## config.mk

```make
export PLATFORM = sky130hd
export DESIGN_NAME = drp_responder
export DESIGN_NICKNAME = d
export VERILOG_FILES = /design/src/rtl/drp_responder.sv
export SDC_FILE = /design/constraint.sdc
export NUM_CORES = 1
export LEC_CHECK = 0
export ABC_AREA = 0
export BUFFER_PORTS_ARGS = -buffer_cell sky130_fd_sc_hd__buf_4
export CORE_MARGIN = 2
export CORE_UTILIZATION = 50
export DETAILED_ROUTE_END_ITERATION = 12
export PLACE_DENSITY = 0.66
export SETUP_SLACK_MARGIN = 0.5
export SKIP_LAST_GASP = 1
export SLEW_MARGIN = 20
export SYNTH_ARGS = -nofsm -noshare
export SYNTH_HDL_FRONTEND = slang
export SYNTH_SLANG_ARGS = --single-unit
```

## constraint.sdc

```tcl
create_clock -name clk -period 3.83 [get_ports clk]
set_input_delay 0.383 -clock clk [delete_from_list [all_inputs] [get_ports clk]]
set_output_delay 0.383 -clock clk [all_outputs]
set_load 0.01 [all_outputs]
```

## src/rtl/drp_responder.sv

```systemverilog
// DRP responder emulating the XADC DRP: 32-entry status bank, 16-entry config bank, periodic eoc.
// Optional sticky protocol-error flag is built only when DRP_PROTO_ERR_EN is defined.
module drp_responder #(
    parameter int RD_LATENCY = 4,
    parameter int EOC_PERIOD = 64
) (
    input  logic        clk,
    input  logic        resetn,
    input  logic        den,
    input  logic        dwe,
    input  logic [6:0]  daddr,
    input  logic [15:0] di,
    output logic [15:0] dout,
    output logic        drdy,
    output logic        eoc,
    input  logic        meas_we,
    input  logic [4:0]  meas_addr,
    input  logic [15:0] meas_data,
    output logic        proto_err
);

    typedef enum logic [1:0] {
        S_IDLE = 2'd0,
        S_BUSY = 2'd1,
        S_RESP = 2'd2
    } state_t;

    localparam logic [3:0]  LAT_M1   = 4'(RD_LATENCY - 1);
    localparam logic [15:0] EOC_LAST = 16'(EOC_PERIOD - 1);

    state_t      r_state;
    state_t      w_next_state;
    logic [3:0]  r_count;
    logic [3:0]  w_next_count;
    logic        r_we;
    logic [6:0]  r_addr;
    logic [15:0] r_wdata;
    logic [15:0] r_snap;
    logic [15:0] w_snap_next;
    logic [15:0] w_rd_data;
    logic [15:0] r_dout;
    logic        r_drdy;
    logic [15:0] r_eoc_cnt;
    logic [15:0] w_eoc_next;
    logic        r_eoc;
    logic        w_accept;
    logic        w_in_bank;
    logic [15:0] r_status [0:31];
    logic [15:0] r_config [0:15];

    assign w_accept  = (r_state == S_IDLE) && den;
    assign w_in_bank = (daddr[6:5] == 2'b00) || (daddr[6:4] == 3'b100);

    // Read mux over both banks; sees register contents before any same-edge update.
    always_comb begin
        w_rd_data = 16'h0000;
        if (daddr[6:5] == 2'b00) begin
            w_rd_data = r_status[daddr[4:0]];
        end else if (daddr[6:4] == 3'b100) begin
            w_rd_data = r_config[daddr[3:0]];
        end else begin
            w_rd_data = 16'h0000;
        end
    end

    // Snapshot seen by the response; writes always answer with zero data.
    always_comb begin
        w_snap_next = r_snap;
        if (w_accept) begin
            w_snap_next = dwe ? 16'h0000 : w_rd_data;
        end else begin
            w_snap_next = r_snap;
        end
    end

    // Next-state logic: BUSY leaves one cycle early so drdy lands exactly RD_LATENCY after den.
    always_comb begin
        w_next_state = r_state;
        w_next_count = r_count;
        case (r_state)
            S_IDLE: begin
                if (den) begin
                    if (RD_LATENCY == 1) begin
                        w_next_state = S_RESP;
                        w_next_count = 4'd0;
                    end else begin
                        w_next_state = S_BUSY;
                        w_next_count = LAT_M1;
                    end
                end else begin
                    w_next_state = S_IDLE;
                end
            end
            S_BUSY: begin
                w_next_count = r_count - 4'd1;
                if (r_count == 4'd1) begin
                    w_next_state = S_RESP;
                end else begin
                    w_next_state = S_BUSY;
                end
            end
            S_RESP: begin
                w_next_state = S_IDLE;
                w_next_count = 4'd0;
            end
            default: begin
                w_next_state = S_IDLE;
                w_next_count = 4'd0;
            end
        endcase
    end

    // FSM state, request capture and registered DRP outputs.
    always_ff @(posedge clk or negedge resetn) begin
        if (!resetn) begin
            r_state <= S_IDLE;
            r_count <= 4'd0;
            r_we    <= 1'b0;
            r_addr  <= 7'h00;
            r_wdata <= 16'h0000;
            r_snap  <= 16'h0000;
            r_dout  <= 16'h0000;
            r_drdy  <= 1'b0;
        end else begin
            r_state <= w_next_state;
            r_count <= w_next_count;
            r_snap  <= w_snap_next;
            if (w_accept) begin
                r_we    <= dwe;
                r_addr  <= daddr;
                r_wdata <= di;
            end
            r_drdy <= (w_next_state == S_RESP);
            r_dout <= (w_next_state == S_RESP) ? w_snap_next : 16'h0000;
        end
    end

    // Register banks: status from the fabric port, config committed in the RESP cycle.
    always_ff @(posedge clk or negedge resetn) begin
        if (!resetn) begin
            for (int i = 0; i < 32; i++) begin
                r_status[i] <= 16'h0000;
            end
            for (int j = 0; j < 16; j++) begin
                r_config[j] <= 16'h0000;
            end
        end else begin
            if (meas_we) begin
                r_status[meas_addr] <= meas_data;
            end
            if ((r_state == S_RESP) && r_we && (r_addr[6:4] == 3'b100)) begin
                r_config[r_addr[3:0]] <= r_wdata;
            end
        end
    end

    assign w_eoc_next = (r_eoc_cnt == EOC_LAST) ? 16'd0 : (r_eoc_cnt + 16'd1);

    // Free-running conversion counter, independent of DRP traffic.
    always_ff @(posedge clk or negedge resetn) begin
        if (!resetn) begin
            r_eoc_cnt <= 16'd0;
            r_eoc     <= 1'b0;
        end else begin
            r_eoc_cnt <= w_eoc_next;
            r_eoc     <= (w_eoc_next == EOC_LAST);
        end
    end

    assign dout = r_dout;
    assign drdy = r_drdy;
    assign eoc  = r_eoc;

`ifdef DRP_PROTO_ERR_EN
    logic r_proto_err;

    // Sticky flag for den while busy or outside both banks.
    always_ff @(posedge clk or negedge resetn) begin
        if (!resetn) begin
            r_proto_err <= 1'b0;
        end else if (den && ((r_state != S_IDLE) || !w_in_bank)) begin
            r_proto_err <= 1'b1;
        end
    end

    assign proto_err = r_proto_err;
`else
    logic w_unused;
    assign w_unused  = w_in_bank;
    assign proto_err = 1'b0;
`endif

endmodule
```

==> results of run 1 <==
==> cells by family after synthesis <==
kind of cell | share of synthesized area [%]
other | 0.009839
adder cells (fa/ha/maj) | 0.1313
flip-flops | 55.68
XOR/XNOR | 0.3447
multiplexers | 35.80
AND/OR/NAND/NOR | 3.263
AO/OA/AOI/OAI | 2.216
buffers and inverters | 2.561
==> layout make-up <==
type / instances / share of cell area [%]
antenna: 1 / 0.005797
clock inverter: 35 / 1.273
tap: 978 / 2.835
clock buffer: 131 / 6.209
multi-input combinational: 1447 / 36.97
sequential: 848 / 49.16
timing repair buffer: 171 / 3.478
inverter: 8 / 0.06957
==> final timing paths <==
path / from / end / slack [ns]
setup / recovery: r_state[0]$_DFF_PN0_ / r_config[254]$_DFFE_PN0P_ / 1.17
hold / removal: dwe / r_we$_DFFE_PN0N_ / 0.05
setup reg to reg: r_state[0]$_DFF_PN0_ / r_config[254]$_DFFE_PN0P_ / 1.17
hold reg to reg: r_addr[5]$_DFFE_PN0N_ / r_addr[5]$_DFFE_PN0N_ / 0.47
max in group asynchronous: resetn / r_status[223]$_DFFE_PN0P_ / 2.22
min in group asynchronous: resetn / r_eoc_cnt[13]$_DFF_PN0_ / 0.27
==> repair_timing <==
item / in CTS / in global routing
hold endpoints to repair: 68 / 0
hold buffers: 17 / 0
setup buffers: 0 / 0
==> sequential cells by signal, indices dropped and copies added, names as in the netlist <==
register and cells:
r_count 4, r_we 1, r_status 512, dout 16, r_wdata 16, r_addr 7
r_state 2, r_eoc_cnt 16, drdy 1, r_snap 16, eoc 1, r_config 256
==> stage by stage <==
step | power [uW] | instance area (um^2) | utilization [%] | hold WS, ns | instances
2_1_floorplan | 13330 | 38110 | - | 0.08741 | 2510
3_3_place_gp | 14270 | 39750 | 52.51 | 0.3452 | 3435
3_5_place_dp | 14500 | 39760 | 52.52 | 0.3579 | 3435
4_1_cts | 23960 | 43160 | 57.01 | 0.01635 | 3618
5_1_grt | 24780 | 43160 | 57.02 | 0.02518 | 3618
6_report | 23770 | 43160 | 57.02 | 0.04639 | 3619
==> cells in the final DEF, fill, tap and decap left out, types with 13 or more instances in the layout <==
master,Yosys,layout
a211oi_1,17,17
a221oi_1,33,33
buf_4,16,138
bufinv_16,0,14
clkbuf_1,113,17
clkbuf_16,0,93
clkbuf_8,0,22
clkinv_2,0,13
dfrtp_1,848,848
dlygate4sd3_1,0,17
mux2_2,832,832
mux2i_1,48,48
mux4_2,168,168
nand2_1,106,100
nor2_1,76,70
nor2_2,7,13
nor2b_1,18,18
o22ai_1,32,32
==> power breakdown <==
group          leakage [uW]  internal (uW)  switching [uW]  total [uW]
clock network       0.00158           5790            3610        9400
logic               0.00729           1730            1370        3100
registers            0.0112          10200            1030       11300
==> layer usage <==
| layer | vias to the layer above | part of all wire [%] | GRT usage [%] |
|---|---|---|---|
| met5 | - | 0 | 0 |
| met4 | 0 | 2.5 | 6.815 |
| met1 | 11950 | 44 | 33.81 |
| met2 | 407 | 49 | 40.70 |
| li1 | 9368 | - | - |
| met3 | 143 | 3.6 | 3.372 |
==> worst min-delay path: cells and delay by family <==
family                 cells  cell delay (ns)
buffers and inverters      1             0.12
AND/OR/NAND/NOR            2             0.13
==> results.cfg, run 1 <==
[floorplanning]
rows = 101
die_y_um = 280.1
coreArea_um2 = 75700
die_area_um2 = 78450
start_util_pct = 50.35
die_w_um = 280.1
io-pin-count = 68

[setup_path]
crit_path_cell_trace = and4bb_1, nand2_1, nor3_1, nand2_1, mux2_2
cp.depth = 5
critPathMaxFanout = 16
critical_path_class = register to register
cpMostUsedCell = nand2_1
worstPathRequired_ns = 4.34
path_buf_inv = 0
r2r_cells = 5
cp_data_arrival_time_ns = 3.17
endpoint_kind = register
critPathTopFamily = simple AND/OR/NAND/NOR gates
crit_path_max_incr_delay_ns = 0.71
start_kind = register
crit_slowest_cell = nand2_1

[logic_synthesis]
synth_seq_cells = 848
yosysUniqueCellTypes = 51
synthesis.nets = 2563
synth.avg_cell_area_um2 = 15.18
synth-edff-count = 0
post-synth-top-count-cell = dfrtp_1
synthCells = 2510
synthTopCellsByCount = dfrtp_1 (848), mux2_2 (832), mux4_2 (168), clkbuf_1 (113), nand2_1 (106)
yosys_warnings = 0
ys_async_sr_fraction_pct = 100.0
synthesis.area_um2 = 38110
yosys.area.top_type_share_pct = 55.68
ys_seq_area_share_pct = 55.68
synth_area_leader_cell = dfrtp_1
synthFlopType = dfrtp_1
synthTopCellsByArea = dfrtp_1 (56%), mux2_2 (25%), mux4_2 (9.9%)

[routing]
num_vias = 21868
via_per_inst = 6.043
wl_per_cell_um = 25.89
drc_errors = 0
routed_wl_mm = 93.68
first_pass_iters = 5
drt_iter0_markers = 1258
ant_nets = 0

[clocking]
cts_tree = yes
cts_resized = 0
cts_sinks = 848
clock_latency_ns = 0.65
cts_buffer_depth = 3
numCtsBuffers = 90
clk_pin_slew_ns = 0.06
clockRootBuffer = clkbuf_16
htree_levels = 3

[run_status]
status = finished, final reports clean

[placement]
dp_slack_ns = 0.8745
gp_congestion = 0.7976
dpl.hpwl_mm = 58.27
io_buffers = 66

[timing]
maxSlewViolCount = 0
finalSetupTns_ns = 0
fin_crit_sh_pct = 69.55
setup_slack_ns = 1.166
slew_headroom_pct = 23.68
fmax_mhz = 375.4
tightest_slew_ns = 1.142
setup_violations = 0
grt_setup_unrepaired = false
min_period_ns = 2.664
fin_skew_ns = 0.02243
hold_viol = 0

[global_routing]
grt_usage_pct = 24.44
grt_pass1_wl_mm = 145.6
grt_overflow_total = 0
grt_pass1_vias = 23605
antenna_found_initial = 0
grt_max_degree = 170

[flow_run]
maxCapViolations = 0

[final_layout]
drive_above_1_share_pct = 50.38
seqCellArea_um2 = 21220
multi_input_area_um2 = 15960
fillers = 5891
area_delta_synth_final_pct = 13.25
finalNetCount = 2619

[pwr]
peakVddDrop_mv = 0.3224
cellPowerDensity_nw_per_um2 = 550.6
power_leakage_uw = 0.02004

[worst_hold_path]
hold_path_class = primary input to register
hold_path_depth = 3
No activity file was read; power rests on OpenSTA's default activity.
==> run 2, diff against run 1 <==
Settings changed: PLACE_DENSITY 0.66 to 0.68.
Clock period 3.83 ns to 2.2 ns, I/O delays scaled along.
==> results.cfg, run 2 (synthesized netlist as in run 1, its figures left out) <==
[timing]
grt_setup_unrepaired = true
fin_skew_ns = 0.02529
min_period_ns = 2.093
fmax_mhz = 477.9
tightest_slew_ns = 0.6555
fin_crit_sh_pct = 95.11
finalSetupTns_ns = 0
setup_violations = 0
slew_headroom_pct = 56.21
hold_viol = 0
setup_slack_ns = 0.1075
maxSlewViolCount = 0

[clocking]
cts_tree = yes
cts_buffer_depth = 3
clock_latency_ns = 0.64
numCtsBuffers = 89
cts_sinks = 848
clk_pin_slew_ns = 0.06
htree_levels = 3
clockRootBuffer = clkbuf_16

[final_layout]
largest_reg_flops = 512
final_common_cell = dfrtp_1
area_delta_synth_final_pct = 20.34
largest_register = r_status
drive_above_1_share_pct = 55.10
post-route-util_pct = 60.59
fillers = 5552
finalNetCount = 2767
top_regs = r_status: 512 flops, r_config: 256 flops
final_cell_mix = dfrtp_1 (846), mux2_2 (747), buf_4 (200)
antenna_cells = 0

[global_routing]
grt_overflow_total = 0
grt_pass1_vias = 24548
grt_max_degree = 99
grt_usage_pct = 24.92
antenna_found_initial = 0
grt_pass1_wl_mm = 148.4

[setup_path]
critical_path_class = register to register
endpoint_kind = register
critPathMaxFanout = 7
start_kind = register
worstReg2RegStart = r_state[0]$_DFF_PN0_
cp_data_arrival_time_ns = 2.61
worstPathRequired_ns = 2.72
crit_start = r_state[0]$_DFF_PN0_

[routing]
wl_per_cell_um = 25.74
drc_errors = 0
num_vias = 22478
first_pass_iters = 5
ant_nets = 0
via_per_inst = 5.989
routed_wl_mm = 96.60
drt_iter0_markers = 1508

[placement]
dp_slack_ns = -0.07429
io_buffers = 66
gp_congestion = 0.7978
dpl.hpwl_mm = 59.60

[floorplanning]
die_y_um = 280.1
coreArea_um2 = 75700
io-pin-count = 68
die_area_um2 = 78450
start_util_pct = 50.35
rows = 101
die_w_um = 280.1

[pwr]
p_total_uw = 41000
cellPowerDensity_nw_per_um2 = 893.8
peakVddDrop_mv = 0.8158
power_leakage_uw = 0.02114

[flow_run]
maxCapViolations = 0

[worst_hold_path]
hold_path_class = primary input to register
min_from = meas_addr[4]

[run_status]
status = finished, final reports clean
run 2: cell count changes in the layout (fill, tap and decap cells not counted), sizes merged:
cell         delta
bufinv          -9
clkbuf          +7
inv             +1
clkinv          -4
clkinvlp        -4
buf           +139
dlygate4sd3     +5
diode           -1
run 2: routing by layer:
| metal | GRT usage (%) | share of wire (%) | vias to the layer above |
|---|---|---|---|
| li1 | - | - | 9665 |
| met1 | 32.95 | 43 | 12138 |
| met2 | 42.16 | 50 | 487 |
| met3 | 4.147 | 4.2 | 188 |
| met4 | 8.035 | 3.3 | 0 |
| met5 | 0 | 0 | - |
run 2: cell type report:
class,count,area (um^2),share of cell area [%]
sequential,848,21220,46.27
multi-input combinational,1447,16920,36.89
timing repair buffer,320,3530,7.695
clock buffer,133,2708,5.903
tap,978,1224,2.668
clock inverter,19,234.0,0.5101
inverter,8,30.03,0.06547
run 2: worst max-delay path, stage by stage, from the launching register on:
cell and delay, ns:
dfrtp_1 0.40, and4bb_4 0.36, nand4b_1 0.24, buf_4 0.23, nor2_4 0.12, buf_12 0.14
buf_12 0.14, mux2_2 0.33
run 2: repair_timing:
| item | 4_1_cts | 5_1_grt |
|---|---|---|
| pin swaps | 13 | 11 |
| gates cloned | 3 | 4 |
| setup buffers | 22 | 17 |
| gates resized for setup | 86 | 115 |
| endpoints found under the setup margin | 287 | 293 |
| hold endpoints to repair | 300 | 0 |
| hold buffers | 22 | 0 |
run 2: per-stage QoR:
step | cells | instance area [um^2] | hold WS, ns
6_report | 3753 | 45870 | 0.08155
5_1_grt | 3753 | 45870 | 0.06789
2_1_floorplan | 2510 | 38600 | -0.07559
4_1_cts | 3732 | 45070 | 0.03898
3_5_place_dp | 3533 | 41250 | 0.2157
3_3_place_gp | 3533 | 41250 | 0.2037
run 2: path summary, 6_finish.rpt:
path | cells past startpoint | endpoint | slack, ns
worst min-delay path | 4 | r_status[452]$_DFFE_PN0P_ | 0.08
worst min register to register | 2 | r_we$_DFFE_PN0N_ | 0.49
max in group asynchronous | 4 | r_status[41]$_DFFE_PN0P_ | 1.08
worst max register to register | 7 | r_config[95]$_DFFE_PN0P_ | 0.11
min in group asynchronous | 2 | r_config[53]$_DFFE_PN0P_ | 0.13
worst max-delay path | 7 | r_config[95]$_DFFE_PN0P_ | 0.11
run 2: power by group:
group	switching, uW	leakage [uW]	internal [uW]
combinational	2630	0.00851	3510
clock	6110	0.00146	9030
sequential	1880	0.0112	17800
==> run 3, diff against run 2 <==
Settings changed: PLACE_DENSITY 0.68 to 0.67.
==> results.cfg, run 3 (synthesized netlist as in run 1, its figures left out) <==
[final_layout]
drive_above_1_share_pct = 55.50
largest_reg_flops = 512
finalNetCount = 2765
multi_input_area_um2 = 17070
final_cell_mix = dfrtp_1 (844), mux2_2 (713), buf_4 (205)
post_layout_nonfiller_instances = 3760
seqCellArea_um2 = 21230
area_delta_synth_final_pct = 20.77
fillers = 5505
top_regs = r_status: 512 flops, r_config: 256 flops
antenna_cells = 0
largest_register = r_status
final_common_cell = dfrtp_1

[setup_path]
worstPathRequired_ns = 2.71
crit_path_cell_trace = and4bb_2, nand4b_1, buf_4, buf_6, nor2_4, buf_12, mux2_4
critical_path_class = register to register
start_kind = register
critPathMaxFanout = 8
crit_slowest_cell = dfrtp_1
cp_data_arrival_time_ns = 2.54
r2r_cells = 7
endpoint_kind = register
rrSetupSlack_ns = 0.18
worstReg2RegEnd = r_config[40]$_DFFE_PN0P_
crit_path_max_incr_delay_ns = 0.39
critPathTopFamily = simple AND/OR/NAND/NOR gates
worstReg2RegStart = r_addr[5]$_DFFE_PN0N_
path_buf_inv = 3

[floorplanning]
start_util_pct = 50.35
coreArea_um2 = 75700
die_w_um = 280.1
die_area_um2 = 78450
die_y_um = 280.1
rows = 101
io-pin-count = 68

[clocking]
cts_tree = yes
clk_pin_slew_ns = 0.06
htree_levels = 3
clock_latency_ns = 0.65
clockRootBuffer = clkbuf_16
cts_sinks = 848
numCtsBuffers = 90
cts_buffer_depth = 3

[timing]
fin_crit_sh_pct = 92.03
whs_ns = 0.09480
fmax_mhz = 493.9
maxSlewViolCount = 0
setup_violations = 0
slew_headroom_pct = 36.26
grt_setup_unrepaired = true
min_period_ns = 2.025
tightest_slew_ns = 0.9525
hold_viol = 0
fin_skew_ns = 0.02819

[global_routing]
grt_pass1_vias = 24820
antenna_found_initial = 1
grt_max_degree = 87
grt_usage_pct = 25.36
grt_overflow_total = 0
grt_pass1_wl_mm = 150.9

[routing]
num_vias = 22573
first_pass_iters = 5
ant_nets = 0
drt_iter0_markers = 1461
routed_wl_mm = 97.66
wl_per_cell_um = 25.97
via_per_inst = 6.003
drc_errors = 0

[pwr]
peakVddDrop_mv = 0.7083
cellPowerDensity_nw_per_um2 = 894.9
power_leakage_uw = 0.02119

[placement]
gp_congestion = 0.8008
dpl.hpwl_mm = 60.81
io_buffers = 66
dpl.cell_count = 3532

[worst_hold_path]
hold_path_end = r_status[349]$_DFFE_PN0P_
min_from = meas_data[13]
hold_path_class = primary input to register
hold_path_depth = 2

[run_status]
status = finished, final reports clean

[flow_run]
maxCapViolations = 0
[run 3: final cells by class]
cell class | count | share of cell area [%]
clock buffers | 128 | 5.727
clock inverters | 34 | 0.7883
inverters | 8 | 0.06524
multi-input cells | 1447 | 37.08
flip-flops and latches | 848 | 46.11
well taps | 978 | 2.658
repair buffers | 317 | 7.570
[run 3: metal layers]
layer | vias to the layer above | global-route usage, % | part of all wire [%]
li1 | 9652 | - | -
met4 | 0 | 8.309 | 3.0
met3 | 150 | 3.464 | 3.7
met2 | 481 | 43.16 | 50
met1 | 12290 | 33.78 | 43
met5 | - | 0 | 0
[run 3: metrics by stage]
stage                     utilization [%]  setup TNS [ns]  cell area [um^2]  total power (uW)  setup WS, ns
after floorplan                         -               0             38600             23320        0.1271
after global placement              54.48         -0.3309             41240             25150       -0.1420
after detailed placement            54.48         -0.5688             41240             25580       -0.1085
after CTS                           59.79               0             45260             41180        0.1995
after global routing                60.81               0             46030             42910       0.09960
final                               60.81               0             46030             41190        0.1753
[run 3: how the worst max path moves through the flow]
stage / start / to / slack (ns) / cells after the start
6_report: r_addr[5]$_DFFE_PN0N_ / r_config[40]$_DFFE_PN0P_ / 0.18 / 7
5_1_grt: r_addr[5]$_DFFE_PN0N_ / r_config[193]$_DFFE_PN0P_ / 0.1 / 7
3_5_place_dp: daddr[0] / r_snap[9]$_DFF_PN0_ / -0.11 / 7
2_1_floorplan: r_state[0]$_DFF_PN0_ / r_config[197]$_DFFE_PN0P_ / 0.13 / 6
3_3_place_gp: daddr[1] / r_snap[14]$_DFF_PN0_ / -0.14 / 6
4_1_cts: r_addr[5]$_DFFE_PN0N_ / r_config[232]$_DFFE_PN0P_ / 0.20 / 6
[run 3: report_power, final]
part           internal, uW  switching [uW]
clock network          9040            6310
logic                  3490            2630
registers             17800            1890
[run 3: repair_timing]
action,in CTS,in global routing
gates resized for setup,97,146
buffers inserted,20,13
setup endpoints to repair,298,308
hold endpoints to repair,167,0
hold buffers,23,0
pin swaps,17,15
cloned,8,2
